===== src/rtl/seq_shift_add_multiplier.sv =====
// Sequential unsigned N x N multiplier: one shift-add step per clock through a shared
// carry-increment adder, with a start strobe, busy flag and one-cycle done pulse.

module carry_increment_adder #(
   parameter int unsigned N = 32
) (
   input  logic [N-1:0] in1,
   input  logic [N-1:0] in2,
   input  logic         cin,
   output logic [N-1:0] sum,
   output logic         cout,
   output logic         OF
);
   localparam int unsigned Blocks = N / 4;

   logic [4:0] raw;
   logic [4:0] inc;
   logic       carry;

   // Each 4-bit block adds with carry-in 0, then increments when the incoming carry is set.
   always_comb begin
      raw   = '0;
      inc   = '0;
      carry = cin;
      sum   = '0;
      for (int b = 0; b < Blocks; b++) begin
         raw = {1'b0, in1[4*b +: 4]} + {1'b0, in2[4*b +: 4]};
         inc = {1'b0, raw[3:0]} + {4'b0000, carry};
         sum[4*b +: 4] = inc[3:0];
         carry = raw[4] | inc[4];
      end
      cout = carry;
   end

   assign OF = (in1[N-1] == in2[N-1]) && (sum[N-1] != in1[N-1]);
endmodule

module seq_shift_add_multiplier #(
   parameter int unsigned N = 32
) (
   input  logic           clk,
   input  logic           rst_n,
   input  logic           start,
   input  logic [N-1:0]   in1,
   input  logic [N-1:0]   in2,
   output logic           busy,
   output logic           done,
   output logic [2*N-1:0] product
);
   localparam int unsigned CntW = $clog2(N);
   localparam logic [CntW-1:0] CntLast = CntW'(N - 1);

   typedef enum logic [1:0] {StIdle, StRun, StDone} state_e;

   state_e          state_q;
   logic [N-1:0]    m_q;
   logic [N-1:0]    a_q;
   logic [N-1:0]    q_q;
   logic [CntW-1:0] cnt_q;
   logic [2*N-1:0]  product_q;

   logic [N-1:0]    addend;
   logic [N-1:0]    sum;
   logic            cout;
   logic            adder_of_unused;

   assign addend = q_q[0] ? m_q : '0;

   carry_increment_adder #(
      .N (N)
   ) u_adder (
      .in1  (a_q),
      .in2  (addend),
      .cin  (1'b0),
      .sum  (sum),
      .cout (cout),
      .OF   (adder_of_unused)
   );

   always_ff @(posedge clk or negedge rst_n) begin
      if (!rst_n) begin
         state_q   <= StIdle;
         m_q       <= '0;
         a_q       <= '0;
         q_q       <= '0;
         cnt_q     <= '0;
         product_q <= '0;
      end else begin
         unique case (state_q)
            StIdle: begin
               if (start) begin
                  if (in1 == '0 || in2 == '0) begin
                     product_q <= '0;
                     state_q   <= StDone;
                  end else begin
                     m_q     <= in1;
                     a_q     <= '0;
                     q_q     <= in2;
                     cnt_q   <= '0;
                     state_q <= StRun;
                  end
               end
            end
            StRun: begin
               a_q   <= {cout, sum[N-1:1]};
               q_q   <= {sum[0], q_q[N-1:1]};
               cnt_q <= cnt_q + 1'b1;
               if (cnt_q == CntLast) begin
                  // Post-shift value of {A, Q} after the final step.
                  product_q <= {cout, sum, q_q[N-1:1]};
                  state_q   <= StDone;
               end
            end
            StDone:  state_q <= StIdle;
            default: state_q <= StIdle;
         endcase
      end
   end

   assign busy    = (state_q == StRun);
   assign done    = (state_q == StDone);
   assign product = product_q;
endmodule


===== config.mk =====
export PLATFORM = sky130hd
export DESIGN_NAME = seq_shift_add_multiplier
export DESIGN_NICKNAME = d
export VERILOG_FILES = /design/src/rtl/seq_shift_add_multiplier.sv
export SDC_FILE = /design/constraint.sdc
export NUM_CORES = 1
export LEC_CHECK = 0
export BUFFER_PORTS_ARGS = -buffer_cell sky130_fd_sc_hd__buf_4
export CAP_MARGIN = 20
export CORE_ASPECT_RATIO = 0.5
export CORE_MARGIN = 3
export CORE_UTILIZATION = 52
export CTS_CLUSTER_SIZE = 40
export DETAILED_ROUTE_END_ITERATION = 8
export PLACE_DENSITY = 0.74
export SETUP_SLACK_MARGIN = 0.5
export SYNTH_ARGS = -nofsm -noshare
export SYNTH_HDL_FRONTEND = slang
export SYNTH_HIERARCHICAL = 1
export SYNTH_SLANG_ARGS = --single-unit

===== constraint.sdc =====
create_clock -name clk -period 9.6 [get_ports clk]
set_input_delay 1.92 -clock clk [delete_from_list [all_inputs] [get_ports clk]]
set_output_delay 1.92 -clock clk [all_outputs]
set_load 0.1 [all_outputs]

==> qor.yml <==
period_needed_ns: 7.87
cts_tree: "done"
syn_area_per_cell_um2: 12.0
grtUsageTotal_pct: 22.0
root_buffer: "clkbuf_16"
final_common_cell: "dfrtp_1"
setup_viol: 0
antenna_left: 0
hold_violations: 0
fillers: 1147
drt_iter0_drc: 371
grt_max_degree: 95
r2r_start: "q_q[0]"
ys_warn_count: 6
clkTransAtPathRegs_ns: 0.06
grt_pass1_wl_mm: 30.4
final_cell_mix: "dfrtp_1 (167), buf_4 (137), nand2_1 (99), a22o_1 (98), mux2_2 (64)"
h-tree-depth: 4
cp-end-kind: "register"
viasPerCell: 5.69
r2r_end: "a_q[31]"
start_util_pct: 55.0
crit_top_cell: "ha_1"
core-area_um2: 15000
hpwl_mm: 12.7
worstSetupPathType: "reg -> reg"
worstSetupEndpoint: "a_q[31]"
die_w_um: 184
max_slew_margin_pct: 36.2
rows: 31
grt.overflow.total: 0
crit_required_ns: 9.91
hold_start: "m_q[14]"
clock-sinks: 167
r2r_slack_ns: 1.73
hp-class: "reg -> reg"
cts_hold_buf: 0
rr_worst_depth: 30
crit_path_start: "q_q[0]"
rsz0062_at_grt: "no"
syn_area_um2: 8230
slowest_delay_ns: 0.69
postCtsResizedCells: 0
cts_buffers: 17
wl_mm: 18.7
syn-num-nets: 810
synthCells: 685
die_h_um: 94.9
slowest_stage: "dfrtp_1"
cts_buffer_depth: 2
tightest_slew_ns: 0.953
worst_slack_ns: 1.73
ios: 133
post-route-drc-count: 0
drv_cap: 0
dr.pass1.iters: 5
grt_pass1_vias: 6030
critical-path-top-delay-family: "adder cells"
areaGrowthSynthToFinish_pct: 20.9
path_buf_inv: 0
fmax_mhz: 127
hold_depth: 1
cp_num_cells: 30
diodes: 0
fin_tns_setup_ns: 0
status: "completed"
clk_latency_ns: 0.43
drive_above_1_share_pct: 29.7
num_vias: 5786
gp_congestion: 0.835
cp_data_arrival_time_ns: 8.18
antenna_found_initial: 0
multi_input_area_um2: 3870
port_buffers: 132
register_area_um2: 4180
fin_crit_sh_pct: 82.0
die-area_um2: 17500
crit_path_start_kind: "register"
report.final.slew_viol_count: 0
crit_fanout: 33
post-cts-setup-buffer-count: 0
skew_ns: 0.0122
routedWlPerCell_um: 18.4
fin_nets: 930
post-place-ws_ns: 1.78
[state kept, by name, indices dropped and copies added, names as in the netlist]
| name | flops |
|---|---|
| state_q | 2 |
| product | 64 |
| q_q | 32 |
| m_q | 32 |
| a_q | 32 |
| cnt_q | 5 |
[stage by stage]
stage | utilization (%) | cells | area [um^2] | hold WS [ns]
global route | 66.5 | 1016 | 9950 | 0.520
global placement | 62.4 | 983 | 9340 | 0.479
CTS | 66.3 | 1015 | 9920 | 0.501
detailed placement | 62.4 | 983 | 9340 | 0.482
floorplan | - | 685 | 8230 | 0.468
finish | 66.5 | 1016 | 9950 | 0.495
[worst reg2reg max path, delay by kind of cell, from the launching register on]
family | cells | cell delay (ns)
simple gates | 2 | 0.38
flops | 1 | 0.69
fa+ha+maj | 16 | 3.74
compound gates | 12 | 2.96
[per-layer routing]
metal | global-route usage (%) | vias to the layer above | part of all wire, %
li1 | - | 2731 | -
met1 | 30.7 | 2917 | 47
met2 | 34.1 | 128 | 45
met3 | 6.23 | 10 | 6.9
met4 | 6.29 | 0 | 0.74
met5 | 0 | - | 0
[cell type report]
cell class	count	share of cell area, %
sequential	167	42.0
clock buffer	19	4.45
multi-input combinational	477	38.9
clock inverter	13	1.36
timing repair buffer	139	10.7
inverter	3	0.113
tap	198	2.49
[worst min-delay path by stage]
stage / slack, ns / endpoint
floorplan: 0.47 / cnt_q[0]
global placement: 0.48 / m_q[0]
detailed placement: 0.48 / product[24]
CTS: 0.50 / m_q[14]
global route: 0.52 / product[24]
finish: 0.50 / m_q[14]
Power is not shown: default switching activity piles up to over one toggle a cycle in this logic, so the estimate is an artifact.
